### config.mk
export PLATFORM = sky130hd
export DESIGN_NAME = mb_regfile_ctrl_flat
export DESIGN_NICKNAME = d
export VERILOG_FILES = /design/src/rtl/mb_pkg.sv /design/src/rtl/mb_regfile_ctrl_if.sv /design/src/rtl/mb_regfile_ctrl.sv /design/src/flat_wrapper.sv
export SDC_FILE = /design/constraint.sdc
export NUM_CORES = 1
export LEC_CHECK = 0
export ABC_AREA = 0
export CORE_MARGIN = 1
export CORE_UTILIZATION = 50
export DETAILED_ROUTE_END_ITERATION = 8
export MAX_ROUTING_LAYER = met4
export PLACE_DENSITY_LB_ADDON = 0.08
export SYNTH_ARGS = -nofsm -noshare
export SYNTH_HDL_FRONTEND = slang
export SYNTH_SLANG_ARGS = --single-unit
### constraint.sdc
create_clock -name clk -period 2.7 [get_ports clk]
set_input_delay 0.405 -clock clk [delete_from_list [all_inputs] [get_ports clk]]
set_output_delay 0.405 -clock clk [all_outputs]
set_load 0.03 [all_outputs]
### src/rtl/mb_pkg.sv
// mb_pkg: shared constants and state encoding for the Modbus register-block controller.
package mb_pkg;
  localparam logic [7:0] EXC_ADDR   = 8'h02;
  localparam logic [7:0] EXC_VALUE  = 8'h03;
  localparam logic [7:0] MAX_RD_QTY = 8'd125;
  localparam logic [7:0] MAX_WR_QTY = 8'd123;

  typedef enum logic [3:0] {
    S_IDLE, S_CHECK, S_RD_ISSUE, S_RD_WAIT, S_RD_HI, S_RD_LO,
    S_WR_HI, S_WR_LO, S_WR_COMMIT, S_DONE, S_EXC
  } state_t;
endpackage

### src/rtl/mb_regfile_ctrl_if.sv
// mb_regfile_ctrl_if: command, byte streams, completion status and DPRAM port A.
interface mb_regfile_ctrl_if #(parameter int A_WIDTH = 4, parameter int D_WIDTH = 16);
  logic               cmd_valid, cmd_ready, cmd_wr;
  logic [15:0]        cmd_addr;
  logic [7:0]         cmd_qty;
  logic               abort;
  logic [7:0]         rd_data;
  logic               rd_valid, rd_ready;
  logic [7:0]         wr_data;
  logic               wr_valid, wr_ready;
  logic               done, exc;
  logic [7:0]         exc_code;
  logic               ram_en, ram_we;
  logic [A_WIDTH-1:0] ram_addr;
  logic [D_WIDTH-1:0] ram_din, ram_dout;

  modport slave (
    input  cmd_valid, cmd_wr, cmd_addr, cmd_qty, abort, rd_ready, wr_data, wr_valid, ram_dout,
    output cmd_ready, rd_data, rd_valid, wr_ready, done, exc, exc_code,
           ram_en, ram_we, ram_addr, ram_din
  );
  modport master (
    output cmd_valid, cmd_wr, cmd_addr, cmd_qty, abort, rd_ready, wr_data, wr_valid, ram_dout,
    input  cmd_ready, rd_data, rd_valid, wr_ready, done, exc, exc_code,
           ram_en, ram_we, ram_addr, ram_din
  );
endinterface

### src/rtl/mb_regfile_ctrl.sv
// mb_regfile_ctrl: sequences Modbus read/write register blocks onto one DPRAM port.
module mb_regfile_ctrl
  import mb_pkg::*;
#(
  parameter int A_WIDTH = 4,
  parameter int D_WIDTH = 16
) (
  input logic            clk,
  input logic            rst_n,
  mb_regfile_ctrl_if.slave bus
);
  localparam logic [16:0] DEPTH = 17'(1) << A_WIDTH;

  state_t             state, nxt;
  logic               wr;
  logic [15:0]        addr;
  logic [7:0]         qty, idx, code;
  logic [D_WIDTH-1:0] word;
  logic               bad_val, bad_addr, last;
  logic [A_WIDTH-1:0] ptr;

  assign bad_val  = qty == 8'd0 || qty > (wr ? MAX_WR_QTY : MAX_RD_QTY);
  assign bad_addr = 17'(addr) + 17'(qty) > DEPTH;
  assign last     = idx == qty - 8'd1;
  assign ptr      = addr[A_WIDTH-1:0] + idx[A_WIDTH-1:0];

  always_ff @(posedge clk or negedge rst_n)
    if (!rst_n) state <= S_IDLE;
    else        state <= nxt;

  always_ff @(posedge clk or negedge rst_n)
    if (!rst_n) begin
      wr   <= 1'b0;
      addr <= '0;
      qty  <= '0;
      idx  <= '0;
      code <= '0;
      word <= '0;
    end else begin
      if (state == S_IDLE && bus.cmd_valid) begin
        wr   <= bus.cmd_wr;
        addr <= bus.cmd_addr;
        qty  <= bus.cmd_qty;
        idx  <= '0;
      end
      if (state == S_CHECK) code <= bad_val ? EXC_VALUE : EXC_ADDR;
      if (state == S_RD_WAIT) word <= bus.ram_dout;
      if (state == S_WR_HI && bus.wr_valid && !bus.abort) word[15:8] <= bus.wr_data;
      if (state == S_WR_LO && bus.wr_valid && !bus.abort) word[7:0] <= bus.wr_data;
      if (((state == S_RD_LO && bus.rd_ready) || state == S_WR_COMMIT) && !last) idx <= idx + 8'd1;
    end

  always_comb begin
    nxt = state;
    case (state)
      S_IDLE:      nxt = bus.cmd_valid ? S_CHECK : S_IDLE;
      S_CHECK:     nxt = (bad_val || bad_addr) ? S_EXC : wr ? S_WR_HI : S_RD_ISSUE;
      S_RD_ISSUE:  nxt = S_RD_WAIT;
      S_RD_WAIT:   nxt = S_RD_HI;
      S_RD_HI:     nxt = bus.rd_ready ? S_RD_LO : S_RD_HI;
      S_RD_LO:     nxt = bus.rd_ready ? (last ? S_DONE : S_RD_ISSUE) : S_RD_LO;
      S_WR_HI:     nxt = bus.wr_valid ? S_WR_LO : S_WR_HI;
      S_WR_LO:     nxt = bus.wr_valid ? S_WR_COMMIT : S_WR_LO;
      S_WR_COMMIT: nxt = last ? S_DONE : S_WR_HI;
      default:     nxt = S_IDLE;
    endcase
    // abort drops back to idle; a commit already on the port this cycle still lands
    if (bus.abort && state != S_IDLE) nxt = S_IDLE;
  end

  assign bus.cmd_ready = state == S_IDLE;
  assign bus.rd_valid  = state == S_RD_HI || state == S_RD_LO;
  assign bus.rd_data   = state == S_RD_HI ? word[15:8] : state == S_RD_LO ? word[7:0] : 8'h00;
  assign bus.wr_ready  = state == S_WR_HI || state == S_WR_LO;
  assign bus.done      = state == S_DONE || state == S_EXC;
  assign bus.exc       = state == S_EXC;
  assign bus.exc_code  = state == S_EXC ? code : 8'h00;
  assign bus.ram_en    = state == S_RD_ISSUE || state == S_WR_COMMIT;
  assign bus.ram_we    = state == S_WR_COMMIT;
  assign bus.ram_addr  = bus.ram_en ? ptr : '0;
  assign bus.ram_din   = bus.ram_we ? word : '0;
endmodule

### src/flat_wrapper.sv
// flat-port wrapper written by rule: the top's interface ports become plain ports
module mb_regfile_ctrl_flat import mb_pkg::*;
#(
  parameter int A_WIDTH = 4,
  parameter int D_WIDTH = 16
)
  (clk, rst_n, bus_cmd_valid, bus_cmd_wr, bus_cmd_addr, bus_cmd_qty, bus_abort, bus_rd_ready, bus_wr_data, bus_wr_valid, bus_ram_dout, bus_cmd_ready, bus_rd_data, bus_rd_valid, bus_wr_ready, bus_done, bus_exc, bus_exc_code, bus_ram_en, bus_ram_we, bus_ram_addr, bus_ram_din);
  mb_regfile_ctrl_if #(.A_WIDTH(A_WIDTH), .D_WIDTH(D_WIDTH)) bus_i ();
  input logic clk;
  input logic rst_n;
  input wire logic [$bits(bus_i.cmd_valid)-1:0] bus_cmd_valid;
  input wire logic [$bits(bus_i.cmd_wr)-1:0] bus_cmd_wr;
  input wire logic [$bits(bus_i.cmd_addr)-1:0] bus_cmd_addr;
  input wire logic [$bits(bus_i.cmd_qty)-1:0] bus_cmd_qty;
  input wire logic [$bits(bus_i.abort)-1:0] bus_abort;
  input wire logic [$bits(bus_i.rd_ready)-1:0] bus_rd_ready;
  input wire logic [$bits(bus_i.wr_data)-1:0] bus_wr_data;
  input wire logic [$bits(bus_i.wr_valid)-1:0] bus_wr_valid;
  input wire logic [$bits(bus_i.ram_dout)-1:0] bus_ram_dout;
  output wire logic [$bits(bus_i.cmd_ready)-1:0] bus_cmd_ready;
  output wire logic [$bits(bus_i.rd_data)-1:0] bus_rd_data;
  output wire logic [$bits(bus_i.rd_valid)-1:0] bus_rd_valid;
  output wire logic [$bits(bus_i.wr_ready)-1:0] bus_wr_ready;
  output wire logic [$bits(bus_i.done)-1:0] bus_done;
  output wire logic [$bits(bus_i.exc)-1:0] bus_exc;
  output wire logic [$bits(bus_i.exc_code)-1:0] bus_exc_code;
  output wire logic [$bits(bus_i.ram_en)-1:0] bus_ram_en;
  output wire logic [$bits(bus_i.ram_we)-1:0] bus_ram_we;
  output wire logic [$bits(bus_i.ram_addr)-1:0] bus_ram_addr;
  output wire logic [$bits(bus_i.ram_din)-1:0] bus_ram_din;
  assign bus_i.cmd_valid = bus_cmd_valid;
  assign bus_i.cmd_wr = bus_cmd_wr;
  assign bus_i.cmd_addr = bus_cmd_addr;
  assign bus_i.cmd_qty = bus_cmd_qty;
  assign bus_i.abort = bus_abort;
  assign bus_i.rd_ready = bus_rd_ready;
  assign bus_i.wr_data = bus_wr_data;
  assign bus_i.wr_valid = bus_wr_valid;
  assign bus_i.ram_dout = bus_ram_dout;
  assign bus_cmd_ready = bus_i.cmd_ready;
  assign bus_rd_data = bus_i.rd_data;
  assign bus_rd_valid = bus_i.rd_valid;
  assign bus_wr_ready = bus_i.wr_ready;
  assign bus_done = bus_i.done;
  assign bus_exc = bus_i.exc;
  assign bus_exc_code = bus_i.exc_code;
  assign bus_ram_en = bus_i.ram_en;
  assign bus_ram_we = bus_i.ram_we;
  assign bus_ram_addr = bus_i.ram_addr;
  assign bus_ram_din = bus_i.ram_din;
  mb_regfile_ctrl #(.A_WIDTH(A_WIDTH), .D_WIDTH(D_WIDTH)) u_core (.clk(clk), .rst_n(rst_n), .bus(bus_i));
endmodule
## After elaboration in Yosys (flattened, before gate mapping)

Index checks and enable logic that the tools add are counted.

- Order comparisons: 2
- Equal/unequal tests: 11
- Reduce and logical (&&, ||, !) cells: 23
- $add $sub $neg: 4
- Multiplexer cells: 23

Operator list:

| cell | count |
|---|---|
| two-way mux 8 bit | 7 |
| case mux 4 bit (9 select lines) | 1 |
| two-way mux 16 bit | 2 |
| two-way mux 4 bit | 7 |
| adder 16 x 8 -> 17 bit | 1 |
| greater-than comparator 17 x 5 -> 1 bit (second input constant) | 1 |
| equality test 4 x 3 -> 1 bit (second input constant) | 4 |
| equality test 4 bit (second input constant) | 3 |
| adder 8 x 1 -> 8 bit (second input constant) | 1 |
| equality test 4 x 2 -> 1 bit (second input constant) | 2 |
| equality test 8 bit | 1 |
| greater-than comparator 8 bit | 1 |
| logical AND 1 bit | 8 |
| zero test 8 bit | 1 |
| subtractor 8 x 1 -> 8 bit (second input constant) | 1 |
| logical OR 1 bit | 7 |
| two-way mux 3 bit | 2 |
| nonzero test 2 bit | 3 |
| adder 4 bit | 1 |
| equality test 4 x 1 -> 1 bit (second input constant) | 1 |
| zero test 4 bit | 1 |
| two-way mux 1 bit | 4 |
| nonzero test 4 bit | 1 |
| zero test 1 bit | 2 |

- Flip-flop bits (word level): 61
- Output and inout port bits: 43

## Logic depth before layout (Yosys ltp)

- Word-level depth: 7
- Gate-level depth with buffers: 10

## Least setup slack after synthesis

No wires, ideal clock.

- Kind: reg-to-reg
- From: register u_core.state[3]
- To: register u_core.addr[10]
- Cell stages (with the launch flop): 6
- Library setup time: 125 ps
- Path buffers: 2
- Slack: -414 ps
- Arrival time: 2990 ps
- Clock period less this slack: 3114 ps
- Cell sequence: dfrtp_1 clkbuf_1 nor4_1 nand2_1 clkbuf_1 mux2_2

- Word-level cells in the longest chain between the ends: 2

Ends and longest elaborated chain:

| what | line | RTL |
|---|---|---|
| start, declared | mb_regfile_ctrl.sv:14 | `state_t state, nxt;` |
| start signal, assigned | mb_regfile_ctrl.sv:29 | `else state <= nxt;` |
| zero test 4 bit | -- |  |
| via bus_cmd_ready | flat_wrapper.sv:20 | `output wire logic [$bits(bus_i.cmd_ready)-1:0] bus_cmd_ready;` |
| logical AND 1 bit | mb_regfile_ctrl.sv:40 | `if (state == S_IDLE && bus.cmd_valid) begin` |
| end signal, assigned | mb_regfile_ctrl.sv:42 | `addr <= bus.cmd_addr;` |
| end, declared | mb_regfile_ctrl.sv:16 | `logic [15:0] addr;` |

The timed path passes the listed nets, and every way through them passes these cells.
A chain may end at the register's enable or synchronous reset.

## Worst setup path in the final report

- From: register u_core.qty[2]
- To: register u_core.state[2]

- Word-level cells in the longest chain between the ends: 6
- Elaborated cells on any way between the ends: 12

Ends and longest elaborated chain:

| what | line | RTL |
|---|---|---|
| start, declared | mb_regfile_ctrl.sv:17 | `logic [7:0] qty, idx, code;` |
| start signal, assigned | mb_regfile_ctrl.sv:43 | `qty <= bus.cmd_qty;` |
| adder 16 x 8 -> 17 bit (tied with other cells) | mb_regfile_ctrl.sv:23 | `assign bad_addr = 17'(addr) + 17'(qty) > DEPTH;` |
| greater-than comparator 17 x 5 -> 1 bit / logical OR 1 bit (equally long branches) | mb_regfile_ctrl.sv:23, mb_regfile_ctrl.sv:22 |  |
| logical OR 1 bit | mb_regfile_ctrl.sv:57 | `S_CHECK: nxt = (bad_val \|\| bad_addr) ? S_EXC : wr ? S_WR_HI : S_RD_ISSUE;` |
| two-way mux 4 bit | mb_regfile_ctrl.sv:57 |  |
| case mux 4 bit (9 select lines) * | mb_regfile_ctrl.sv:55 | `case (state)` |
| two-way mux 4 bit * | mb_regfile_ctrl.sv:68 | `if (bus.abort && state != S_IDLE) nxt = S_IDLE;` |
| via u_core.nxt[2] | mb_regfile_ctrl.sv:14 |  |

The timed path passes the listed nets; every way through them passes the cells marked *.

==> flow_metrics.tcl <==
set metrics [dict create \
    io_pins 98 \
    synth-edff-count 0 \
    syn_to_final_growth_pct 32.8 \
    cp.arrival_ns 2.81 \
    drv_cap 0 \
    placed_cells 612 \
    holdBufCountCts 0 \
    critical_path_class "reg2reg" \
    fill_cells 622 \
    root_buffer "clkbuf_8" \
    yosys-top-cells-count "dfrtp_1 (55), nand2_1 (52), nor2_1 (32), mux2_2 (28), and2_1 (21)" \
    finalCritPeriodShare_pct 96.7 \
    fin_crit_ns 2.61 \
    cp.depth 7 \
    ys_seq_area_share_pct 36.4 \
    fin_worst_skew_ns 0.0104 \
    combPwrFrac_pct 63.0 \
    cts_tree "yes" \
    rows 31 \
    ir_drop_mv 0.499 \
    placed_area_mm2 0.00486 \
    seqCellArea_mm2 0.00138 \
    routed_wl_mm 9.68 \
    portBuffers 91 \
    synth-seq-cells 55 \
    synth_area_leaders "dfrtp_1 (36%), mux2_2 (8.3%), nand2_1 (5.2%)" \
    status "finished, final reports clean" \
    grt_pass1_wl_mm 15.8 \
    dieHeight_um 88.9 \
    startpoint_type "flop" \
    rsz0062_at_grt "yes" \
    design_area_mm2 0.00502 \
    synth-async-reset-ratio_pct 100 \
    cts.reportedPaths.clkPinSlew_ns 0.10 \
    setup_viol 0 \
    synthCells 417 \
    die_w_um 88.9 \
    dp_hpwl_mm 7.35 \
    via_count 3476 \
    r2r_cells 7 \
    routabilityCongestion 0.843 \
    wl_per_cell_um 15.6 \
    antenna_found_initial 0 \
    multiInputGateArea_mm2 0.00231 \
    power_per_cell_area_mw_per_mm2 1100 \
    relSlewSlack_pct 59.5 \
    cp_max_fo 7 \
    clkPwrFrac_pct 8.4 \
    coreArea_mm2 0.00729 \
    overflow 0 \
    swShare_pct 45.8 \
    min_path_type "in2async" \
    synth_top_area_share_pct 36.4 \
    start_util_pct 51.8 \
    cp_top_family "simple AND/OR/NAND/NOR gates" \
    worstPathCellList "or3_4 > or4_4 > a2111oi_4 > nand3_1 > a21oi_1 > nor2_1 > a41o_1" \
    fin_nets 594 \
    slowest_delay_ns 0.50 \
    hold_viol_final 0 \
    syn_area_mm2 0.00378 \
    switchingPower_uw 2530 \
    utilization_pct 68.8 \
    grt_pass1_vias 3325 \
    synth_most_common_cell "dfrtp_1" \
    fmax_ghz 0.383 \
    ys_types 59 \
    synthFlopType "dfrtp_1" \
    seq_power_share_pct 28.6 \
    slew_violations 0 \
    htreeDepth 2 \
    viasPerCell 5.60 \
    grt_max_degree 56 \
    worstPathRequired_ns 2.90 \
    whs_ns 0.0634 \
    yosysTopAreaCell "dfrtp_1" \
    cts.sinks 55 \
    cp_slowest_cell "or4_4" \
    fp.dieArea_mm2 0.00791 \
    layout.cells.non_filler 621 \
    ys_warn_count 0 \
    clk_path_buf_depth 2 \
    synth_area_per_cell_um2 9.06 \
    clk-insertion-delay-late_ns 0.31 \
    end_kind "flop" \
    dr.pass1.iters 4 \
    diodes 0 \
    numCtsBuffers 5 \
    worstMarginPinSlew_ns 0.604 \
    p_int_uw 3000 \
    drive_gt1_share_pct 18.0 \
    worst-path-buf-inv 0 \
    first_iter_violations 126 \
    drc 0 \
    grt_use_total_pct 27.0 \
    ant_nets 0 \
    power_uw 5540 \
    power.leakage_uw 0.00236 \
]
-- metrics by stage --
step                setup WS, ns  setup TNS, ns
floorplan                  0.161              0
global placement         -0.0780         -0.123
detailed placement       -0.0857         -0.130
CTS                       0.0164              0
global route            -0.00787       -0.00787
finish                    0.0894              0
-- kinds of logic after synthesis --
group / synth area share [%]
xor+xnor: 3.71
flops: 36.4
fa+ha+maj: 6.29
compound gates: 16.1
buf+inv: 4.47
simple gates: 21.7
other cells: 0.0992
mux: 11.3
-- sequential cells by signal, indices dropped and copies added, names as in the netlist --
register / flops
u_core.wr: 1
u_core.state: 4
u_core.idx: 8
u_core.qty: 8
u_core.word: 16
u_core.addr: 16
u_core.code: 2
-- cells in the final DEF (no fill, tap or decap), drive strengths merged, types with 7 or more instances in the layout --
master / Yosys / layout
clkdlybuf4s50: 0 / 61
dfrtp: 55 / 55
nand2: 52 / 52
buf: 8 / 38
nor2: 32 / 32
mux2: 28 / 28
and2: 23 / 23
o21ai: 18 / 18
inv: 17 / 17
a22oi: 17 / 17
a21oi: 16 / 16
ha: 15 / 15
mux2i: 11 / 11
xnor2: 11 / 11
nand3: 11 / 11
nor3: 11 / 11
dlygate4sd2: 0 / 8
or3: 7 / 7
-- final cells by class --
cell class                 instances  share of cell area (%)
multi-input combinational        330                    46.1
tap                               99                    2.47
clock buffer                       6                    1.65
inverter                          17                    1.27
clock inverter                     1                  0.0997
sequential                        55                    27.5
timing repair buffer             113                    20.9
-- worst register-to-register path: cells and delay by family, from the launching register on --
kind	cells	cell delay [ns]
flops	1	0.47
simple gates	4	1.19
compound gates	3	0.85
-- power by group through the flow --
stage,clock (uW),combinational [uW],sequential [uW]
finish,466,3490,1580
global route,517,3870,1640
CTS,491,3340,1570
detailed placement,0,3330,1590
global placement,0,3260,1580
floorplan,0,2440,1430
-- final timing paths --
| path | start | to | slack (ns) |
|---|---|---|---|
| worst max-delay path | u_core.qty[2]$_DFFE_PN0P_ | u_core.state[2]$_DFF_PN0_ | 0.09 |
| max in group asynchronous | rst_n | u_core.qty[6]$_DFFE_PN0P_ | 2.33 |
| worst min register to register | u_core.code[1]$_DFFE_PN0P_ | u_core.code[1]$_DFFE_PN0P_ | 0.49 |
| min in group clk | u_core.code[1]$_DFFE_PN0P_ | u_core.code[1]$_DFFE_PN0P_ | 0.49 |
| worst min-delay path | rst_n | u_core.qty[3]$_DFFE_PN0P_ | 0.06 |
| worst max register to register | u_core.qty[2]$_DFFE_PN0P_ | u_core.state[2]$_DFF_PN0_ | 0.09 |
-- timing repair --
item,in CTS,in global routing
setup endpoints to repair,13,17
pin swaps,0,4
gates resized for setup,10,17
buffers inserted,0,2
-- metal layers --
layer | global-route usage, % | wire [um] | vias to the layer above
li1 | - | - | 1675
met1 | 35.5 | 4480 | 1686
met2 | 42.9 | 4660 | 105
met3 | 4.34 | 416 | 10
met4 | 8.37 | 123 | 0
met5 | - | 0 | -
No activity file was read; power rests on OpenSTA's default activity.
